File: src/rtl/usr_irq_resp_if.sv
// Request/response and host-message signals of the user interrupt responder.
// master drives requests and msg_rdy; slave is the responder.
interface usr_irq_resp_if;
    logic [11:0] usr_irq_in_vec;
    logic [7:0]  usr_irq_in_fnc;
    logic        usr_irq_in_vld;
    logic        usr_irq_out_ack;
    logic        usr_irq_out_fail;
    logic [11:0] msg_vec;
    logic [7:0]  msg_fnc;
    logic        msg_vld;
    logic        msg_rdy;

    modport master (
        output usr_irq_in_vec,
        output usr_irq_in_fnc,
        output usr_irq_in_vld,
        output msg_rdy,
        input  usr_irq_out_ack,
        input  usr_irq_out_fail,
        input  msg_vec,
        input  msg_fnc,
        input  msg_vld
    );

    modport slave (
        input  usr_irq_in_vec,
        input  usr_irq_in_fnc,
        input  usr_irq_in_vld,
        input  msg_rdy,
        output usr_irq_out_ack,
        output usr_irq_out_fail,
        output msg_vec,
        output msg_fnc,
        output msg_vld
    );
endinterface

File: src/rtl/usr_irq_resp.sv
// User interrupt responder: validates a request, forwards it to the host
// side, and returns exactly one ack or fail pulse per request.
module usr_irq_resp #(
    parameter int NUM_FNC = 4,
    parameter int VEC_MAX = 31,
    parameter int ACK_LAT = 4,
    parameter int TIMEOUT = 15
) (
    input  logic               clk,
    input  logic               rst,
    usr_irq_resp_if.slave      irq,
    input  logic [NUM_FNC-1:0] fnc_en,
    output logic               busy,
    output logic [15:0]        ack_cnt,
    output logic [15:0]        fail_cnt
);

    typedef enum logic [2:0] {
        IDLE,
        CHECK,
        DELIVER,
        LAT,
        RESP,
        DRAIN
    } state_t;

    state_t      state;
    state_t      nxt;
    logic [3:0]  lat_cnt;
    logic [7:0]  wait_cnt;
    logic        ok_q;
    logic        drop_q;
    logic        vld;
    logic        hs;
    logic        tmo;
    logic        req_ok;

    assign vld = irq.usr_irq_in_vld;
    assign hs  = (state == DELIVER) && irq.msg_rdy;
    assign tmo = (wait_cnt == 8'(TIMEOUT - 1));

    // Out-of-range function numbers match no enable bit and fail.
    always_comb begin
        req_ok = 1'b0;
        for (int i = 0; i < NUM_FNC; i++) begin
            if (irq.msg_fnc == 8'(i)) req_ok = fnc_en[i];
        end
        if (32'(irq.msg_vec) > 32'(VEC_MAX)) req_ok = 1'b0;
    end

    always_ff @(posedge clk) begin
        if (rst) state <= IDLE;
        else     state <= nxt;
    end

    always_comb begin
        nxt = state;
        unique case (state)
            IDLE:    if (vld) nxt = CHECK;
            CHECK: begin
                if (!vld)         nxt = IDLE;
                else if (!req_ok) nxt = RESP;
                else              nxt = DELIVER;
            end
            // An abandoned request still finishes its message, silently.
            DELIVER: begin
                if (hs || tmo) begin
                    if (drop_q || !vld)    nxt = IDLE;
                    else if (!hs)          nxt = RESP;
                    else if (ACK_LAT == 0) nxt = RESP;
                    else                   nxt = LAT;
                end
            end
            LAT: begin
                if (!vld)                nxt = IDLE;
                else if (lat_cnt == 4'd1) nxt = RESP;
            end
            RESP:    nxt = DRAIN;
            DRAIN:   if (!vld) nxt = IDLE;
            default: nxt = IDLE;
        endcase
    end

    always_comb begin
        irq.usr_irq_out_ack  = !rst && (state == RESP) && ok_q;
        irq.usr_irq_out_fail = !rst && (state == RESP) && !ok_q;
        irq.msg_vld          = !rst && (state == DELIVER);
        busy                 = !rst && (state != IDLE);
    end

    always_ff @(posedge clk) begin
        if (rst) begin
            irq.msg_vec <= '0;
            irq.msg_fnc <= '0;
            lat_cnt     <= '0;
            wait_cnt    <= '0;
            ok_q        <= 1'b0;
            drop_q      <= 1'b0;
            ack_cnt     <= '0;
            fail_cnt    <= '0;
        end else begin
            if (state == IDLE && vld) begin
                irq.msg_vec <= irq.usr_irq_in_vec;
                irq.msg_fnc <= irq.usr_irq_in_fnc;
            end
            if (state == CHECK) begin
                ok_q     <= 1'b0;
                drop_q   <= 1'b0;
                wait_cnt <= '0;
            end
            if (state == DELIVER) begin
                if (!vld) drop_q <= 1'b1;
                if (!hs)  wait_cnt <= wait_cnt + 8'd1;
                ok_q    <= hs;
                lat_cnt <= 4'(ACK_LAT);
            end
            if (state == LAT) lat_cnt <= lat_cnt - 4'd1;
            if (irq.usr_irq_out_ack && ack_cnt != 16'hFFFF)
                ack_cnt <= ack_cnt + 16'd1;
            if (irq.usr_irq_out_fail && fail_cnt != 16'hFFFF)
                fail_cnt <= fail_cnt + 16'd1;
        end
    end

endmodule

File: src/flat_wrapper.sv
// flat-port wrapper written by rule: the top's interface ports become plain ports
module usr_irq_resp_flat 
#(
    parameter int NUM_FNC = 4,
    parameter int VEC_MAX = 31,
    parameter int ACK_LAT = 4,
    parameter int TIMEOUT = 15
)
  (clk, rst, fnc_en, busy, ack_cnt, fail_cnt, irq_usr_irq_in_vec, irq_usr_irq_in_fnc, irq_usr_irq_in_vld, irq_msg_rdy, irq_usr_irq_out_ack, irq_usr_irq_out_fail, irq_msg_vec, irq_msg_fnc, irq_msg_vld);
  usr_irq_resp_if irq_i ();
  input  logic clk;
  input  logic rst;
  input  logic [NUM_FNC-1:0] fnc_en;
  output logic busy;
  output logic [15:0] ack_cnt;
  output logic [15:0] fail_cnt;
  input wire logic [$bits(irq_i.usr_irq_in_vec)-1:0] irq_usr_irq_in_vec;
  input wire logic [$bits(irq_i.usr_irq_in_fnc)-1:0] irq_usr_irq_in_fnc;
  input wire logic [$bits(irq_i.usr_irq_in_vld)-1:0] irq_usr_irq_in_vld;
  input wire logic [$bits(irq_i.msg_rdy)-1:0] irq_msg_rdy;
  output wire logic [$bits(irq_i.usr_irq_out_ack)-1:0] irq_usr_irq_out_ack;
  output wire logic [$bits(irq_i.usr_irq_out_fail)-1:0] irq_usr_irq_out_fail;
  output wire logic [$bits(irq_i.msg_vec)-1:0] irq_msg_vec;
  output wire logic [$bits(irq_i.msg_fnc)-1:0] irq_msg_fnc;
  output wire logic [$bits(irq_i.msg_vld)-1:0] irq_msg_vld;
  assign irq_i.usr_irq_in_vec = irq_usr_irq_in_vec;
  assign irq_i.usr_irq_in_fnc = irq_usr_irq_in_fnc;
  assign irq_i.usr_irq_in_vld = irq_usr_irq_in_vld;
  assign irq_i.msg_rdy = irq_msg_rdy;
  assign irq_usr_irq_out_ack = irq_i.usr_irq_out_ack;
  assign irq_usr_irq_out_fail = irq_i.usr_irq_out_fail;
  assign irq_msg_vec = irq_i.msg_vec;
  assign irq_msg_fnc = irq_i.msg_fnc;
  assign irq_msg_vld = irq_i.msg_vld;
  usr_irq_resp #(.NUM_FNC(NUM_FNC), .VEC_MAX(VEC_MAX), .ACK_LAT(ACK_LAT), .TIMEOUT(TIMEOUT)) u_core (.clk(clk), .rst(rst), .irq(irq_i), .fnc_en(fnc_en), .busy(busy), .ack_cnt(ack_cnt), .fail_cnt(fail_cnt));
endmodule
File: config.mk
export PLATFORM = sky130hd
export DESIGN_NAME = usr_irq_resp_flat
export DESIGN_NICKNAME = d
export VERILOG_FILES = /design/src/rtl/usr_irq_resp_if.sv /design/src/rtl/usr_irq_resp.sv /design/src/flat_wrapper.sv
export SDC_FILE = /design/constraint.sdc
export NUM_CORES = 1
export LEC_CHECK = 0
export BUFFER_PORTS_ARGS = -buffer_cell sky130_fd_sc_hd__buf_2
export CAP_MARGIN = 20
export CELL_PAD_IN_SITES_DETAIL_PLACEMENT = 0
export CELL_PAD_IN_SITES_GLOBAL_PLACEMENT = 1
export CORE_MARGIN = 5
export CORE_UTILIZATION = 42
export DETAILED_ROUTE_END_ITERATION = 16
export HOLD_SLACK_MARGIN = 0.12
export PLACE_DENSITY = 0.85
export SKIP_CTS_REPAIR_TIMING = 1
export SYNTH_ARGS = -nofsm -noshare
export SYNTH_HDL_FRONTEND = slang
export SYNTH_SLANG_ARGS = --single-unit
File: constraint.sdc
create_clock -name clk -period 4.4 [get_ports clk]
set_clock_uncertainty 0.05 [all_clocks]
set_input_delay 0.44 -clock clk [delete_from_list [all_inputs] [get_ports clk]]
set_output_delay 0.44 -clock clk [all_outputs]
set_load 0.01 [all_outputs]
After elaboration in Yosys (flattened, before gate mapping)
Index checks and enable logic that the tools add are counted.
Word-level totals
  bits in registers: 69
  bits in latches: 0
  RAM bits: 0
  ROM bits: 0
  input bits: 28
  output and inout port bits: 56
  word-level logic and storage cells: 75
  memories: 0
Operators by class
  add/sub/neg operators: 4
  $mul: 0
  div/mod/pow operators: 0
  magnitude comparators: 1
  eq/ne operators: 16
  shift operators: 0
  mux-type cells: 25
  bitwise gates (word level): 0
  reduce and logical (&&, ||, !) cells: 20
Operators with widths (number)
  16-bit by 1-bit adder with 16-bit output (second input constant): 2
  16-bit inequality test (second input constant): 2
  3-bit two-way mux: 9
  8-bit two-way mux: 3
  3-bit one-hot mux with 6 select lines: 1
  8-bit by 2-bit == test with 1-bit output (second input constant): 2
  12-bit by 5-bit greater-than comparator with 1-bit output (second input constant): 1
  1-bit two-way mux: 10
  1-bit logical AND: 9
  8-bit by 1-bit adder with 8-bit output (second input constant): 1
  8-bit by 1-bit == test with 1-bit output (second input constant): 1
  8-bit by 4-bit == test with 1-bit output (second input constant): 1
  8-bit zero test: 1
  4-bit two-way mux: 2
  3-bit by 2-bit == test with 1-bit output (second input constant): 2
  3-bit == test (second input constant): 2
  2-bit inequality test (second input constant): 3
  4-bit by 1-bit == test with 1-bit output (second input constant): 1
  4-bit AND reduction: 1
  2-bit nonzero test: 2
  4-bit by 1-bit subtractor with 4-bit output (second input constant): 1
  3-bit by 1-bit == test with 1-bit output (second input constant): 1
  1-bit zero test: 3
  3-bit zero test: 1
  3 further kinds: 4

Longest topological paths before layout
  word-level depth: 9
  gate-level depth with buffers: 6
  gate-level depth less buffers: 6

Least setup slack after synthesis
Ideal clock, no wire load.
  path type: input-to-reg
  from: input port rst
  to: register u_core.ack_cnt[13]
  library setup time: 70 ps
  data arrival time: 2181 ps
  required time: 4280 ps
  path slack: 2099 ps
  cell stages on the path: 5
  buffers on the path: 1
  cells stage by stage: or4b_4 or4_1 clkbuf_1 or4_1 a21oi_1
On the way
  longest elaborated chain between the ends: 4
Ends and longest elaborated chain
  start, declared: line flat_wrapper.sv:12  | input logic rst;
  1-bit zero test: line usr_irq_resp.sv:85  | irq.usr_irq_out_ack = !rst && (state == RESP) && ok_q;
  1-bit logical AND (2 in series): line usr_irq_resp.sv:85
  1-bit logical AND: line usr_irq_resp.sv:118  | if (irq.usr_irq_out_ack && ack_cnt != 16'hFFFF)
  end signal, assigned: line usr_irq_resp.sv:119  | ack_cnt <= ack_cnt + 16'd1;
  end, declared: line usr_irq_resp.sv:14  | output logic [15:0] ack_cnt,
Parallel ways exist; a longest one is shown, timed or not.
A chain may end at the register's enable or synchronous reset.

Worst setup path after layout
  from: register u_core.state[0]
  to: register u_core.ack_cnt[13]
On the way
  longest elaborated chain between the ends: 4
Ends and longest elaborated chain
  start, declared: line usr_irq_resp.sv:27  | state_t state;
  start signal, assigned: line usr_irq_resp.sv:53  | else state <= nxt;
  3-bit == test: line usr_irq_resp.sv:85
  1-bit logical AND (2 in series): line usr_irq_resp.sv:85
  1-bit logical AND: line usr_irq_resp.sv:118
No other way between the ends.

==> out/results.ini <==
[setup_path]
critical_path_class=flop to flop
crit_chain=or4b_4 -> or4_1 -> or4_1 -> a21oi_1
cp.required_ns=4.64
worstPathMaxFanout=21
path_common_cell=or4_1
worst_setup_path_end_kind=flop
cp-start-kind=flop
worstPathArrival_ns=2.85
critPathSlowestCell=or4b_4
critPathMaxStageDelay_ns=0.67

[finish]
finalInstanceArea_um2=4193
multi_input_area_um2=1948
fill_cells=835
drive_above_1_share_pct=25.25
nets=529
ff_latch_area_um2=1381
areaGrowthSynthToFinish_pct=21.59

[synthesis]
syn_area_um2=3448
yosysSeqAreaShare_pct=40.06
yosys_warnings=0
async_flop_share_pct=0
synth_top_area_share_pct=40.06
postSynthAreaPerCell_um2=8.230
syn_inst=419
synth_seq_cells=69
synth_edf_count=0
yosys_most_used_dff=dfxtp_1
synth_top_area_cell=dfxtp_1
synth_nets=453
synthTopCellsByArea=dfxtp_1, a21oi_1, nand2_1
synth.distinct_cells=48

[place]
place_area_um2=3944
place_hpwl_um=6198
port_buffers=83
place_ws_ns=1.667
gp_congestion=0.8168

[global_route]
grt_pass1_vias=3088
grt_remaining_overflow=0
grt_max_degree=48
grt_pass1_wl_um=14430
grt_usage_pct=17.60
antenna_found_initial=1

[die]
die_h_um=100.6
fp.coreArea_um2=8093
rows=33
dieArea_um2=10120
start_util_pct=42.61
die_w_um=100.6
ioPinCount=84

[drt]
drt_iter0_markers=111
routed_wl_um=8754
detail_route.first_pass.iterations=4
ant_nets=0
dr_total_vias=3337
routed_via_density=5.516
drc=0
routedWlPerCell_um=14.47

[timing]
finalCritPeriodShare_pct=59.51
setup_viol=0
max_freq_mhz=381.9
slew_violations=0
rsz0062_at_grt=false
setup_slack_ns=1.781
fin_crit_ns=2.619
slew_headroom_pct=39.37
hold_slack_ns=0.2672
hold_viol_final=0
worstMarginPinSlew_ns=0.9019
fin_setup_tns_ns=0

[cts]
clockBufferDepth=2
cts_buffers=9
h-tree-depth=3
cts_sinks=69
clock_latency_ns=0.35
clk_pin_slew_ns=0.08
cts-root-buf=clkbuf_8
tritoncts=done

[min_path]
hold_class=input pin to flop

[run]
maxCapViolCount=0

[outcome]
status=finished, final reports clean

[power]
fin_total_pwr_uw=1547
vdd_drop_max_mv=0.1777
leakagePower_uw=0.001677
powerDensity_nw_per_um2=369.1

layer usage:
metal  global-route usage [%]  part of all wire (%)  up-vias
li1                         -                     -     1684
met1                    22.93                    46     1563
met2                    26.63                    46       77
met3                    6.574                   6.4       13
met4                    6.321                   1.6        0
met5                        0                     0        -
registers in the layout (all words and copies together), names as in the netlist:
name                flops
u_core.state            3
u_core.irq.msg_fnc      8
u_core.fail_cnt        16
u_core.ok_q             1
u_core.ack_cnt         16
u_core.lat_cnt          4
u_core.irq.msg_vec     12
u_core.drop_q           1
u_core.wait_cnt         8
placed cells by master, fill, tap and decap left out, types with 6 or more instances in the layout:
master	n
or4_1	12
clkbuf_8	11
ha_1	6
nor3_1	9
o21ai_0	10
a21oi_1	50
nor2_1	22
or3_1	7
buf_2	83
nor2b_1	12
nand2_1	65
o31ai_1	13
and2_1	6
nand4_1	12
nand3_1	19
inv_1	12
dfxtp_1	69
nor4_1	6
mux2_2	17
cells in the mapped netlist, types with 3 or more instances:
| master | count |
|---|---|
| dfxtp_1 | 69 |
| nand2_1 | 65 |
| a21oi_1 | 50 |
| nor2_1 | 22 |
| nand3_1 | 19 |
| clkbuf_1 | 18 |
| mux2_2 | 17 |
| o31ai_1 | 13 |
| inv_1 | 12 |
| nand4_1 | 12 |
| nor2b_1 | 12 |
| or4_1 | 12 |
| nor3_1 | 10 |
| o21ai_0 | 10 |
| or3_1 | 7 |
| and2_1 | 6 |
| ha_1 | 6 |
| nor4_1 | 6 |
| a211oi_1 | 5 |
| and3_1 | 5 |
| mux2i_1 | 4 |
| nand2b_1 | 4 |
| and4_1 | 3 |
| nor3b_1 | 3 |
critical path: cells and delay by family (launching register included):
| family | cells | cell delay (ns) |
|---|---|---|
| AOI/OAI and AO/OA | 1 | 0.14 |
| DFF | 1 | 0.54 |
| and+or+nand+nor | 3 | 1.81 |
where the power goes:
part	internal, uW	switching (uW)	total [uW]
sequential	654	38.4	693
combinational	85.9	121	207
clock	404	244	648
cell families after synthesis:
group	after synthesis	share of synthesized area [%]
AND/OR/NAND/NOR	197	30.52
AO/OA/AOI/OAI	91	16.04
flip-flops	69	40.06
buffers and inverters	33	3.592
multiplexers	22	7.366
adder cells (fa/ha/maj)	6	2.177
XOR/XNOR	1	0.2540
metrics by stage:
step | std cells | utilization (%)
finish | 605 | 51.81
global placement | 588 | 48.59
CTS | 604 | 51.78
detailed placement | 589 | 48.73
global route | 605 | 51.81
floorplan | 419 | -
area by class of cell:
| type | count | share of cell area, % |
|---|---|---|
| inverters | 13 | 1.164 |
| multi-input cells | 317 | 46.46 |
| clock inverters | 4 | 2.268 |
| repair buffers | 85 | 10.36 |
| diodes | 1 | 0.05968 |
| flip-flops and latches | 69 | 32.95 |
| well taps | 105 | 3.133 |
| clock buffers | 11 | 3.611 |
path summary, 6_finish.rpt:
path,slack [ns],cells past startpoint,from,endpoint
max,1.78,4,u_core.state[0]$_SDFFE_PP0P_,u_core.ack_cnt[13]$_SDFFE_PP0P_
min reg2reg,0.41,2,u_core.irq.msg_vec[1]$_SDFFE_PP0P_,u_core.irq.msg_vec[1]$_SDFFE_PP0P_
max reg2reg,1.78,4,u_core.state[0]$_SDFFE_PP0P_,u_core.ack_cnt[13]$_SDFFE_PP0P_
min,0.27,3,irq_usr_irq_in_fnc[7],u_core.irq.msg_fnc[7]$_SDFFE_PP0P_
Note: power is estimated with default switching activity, not from simulation.
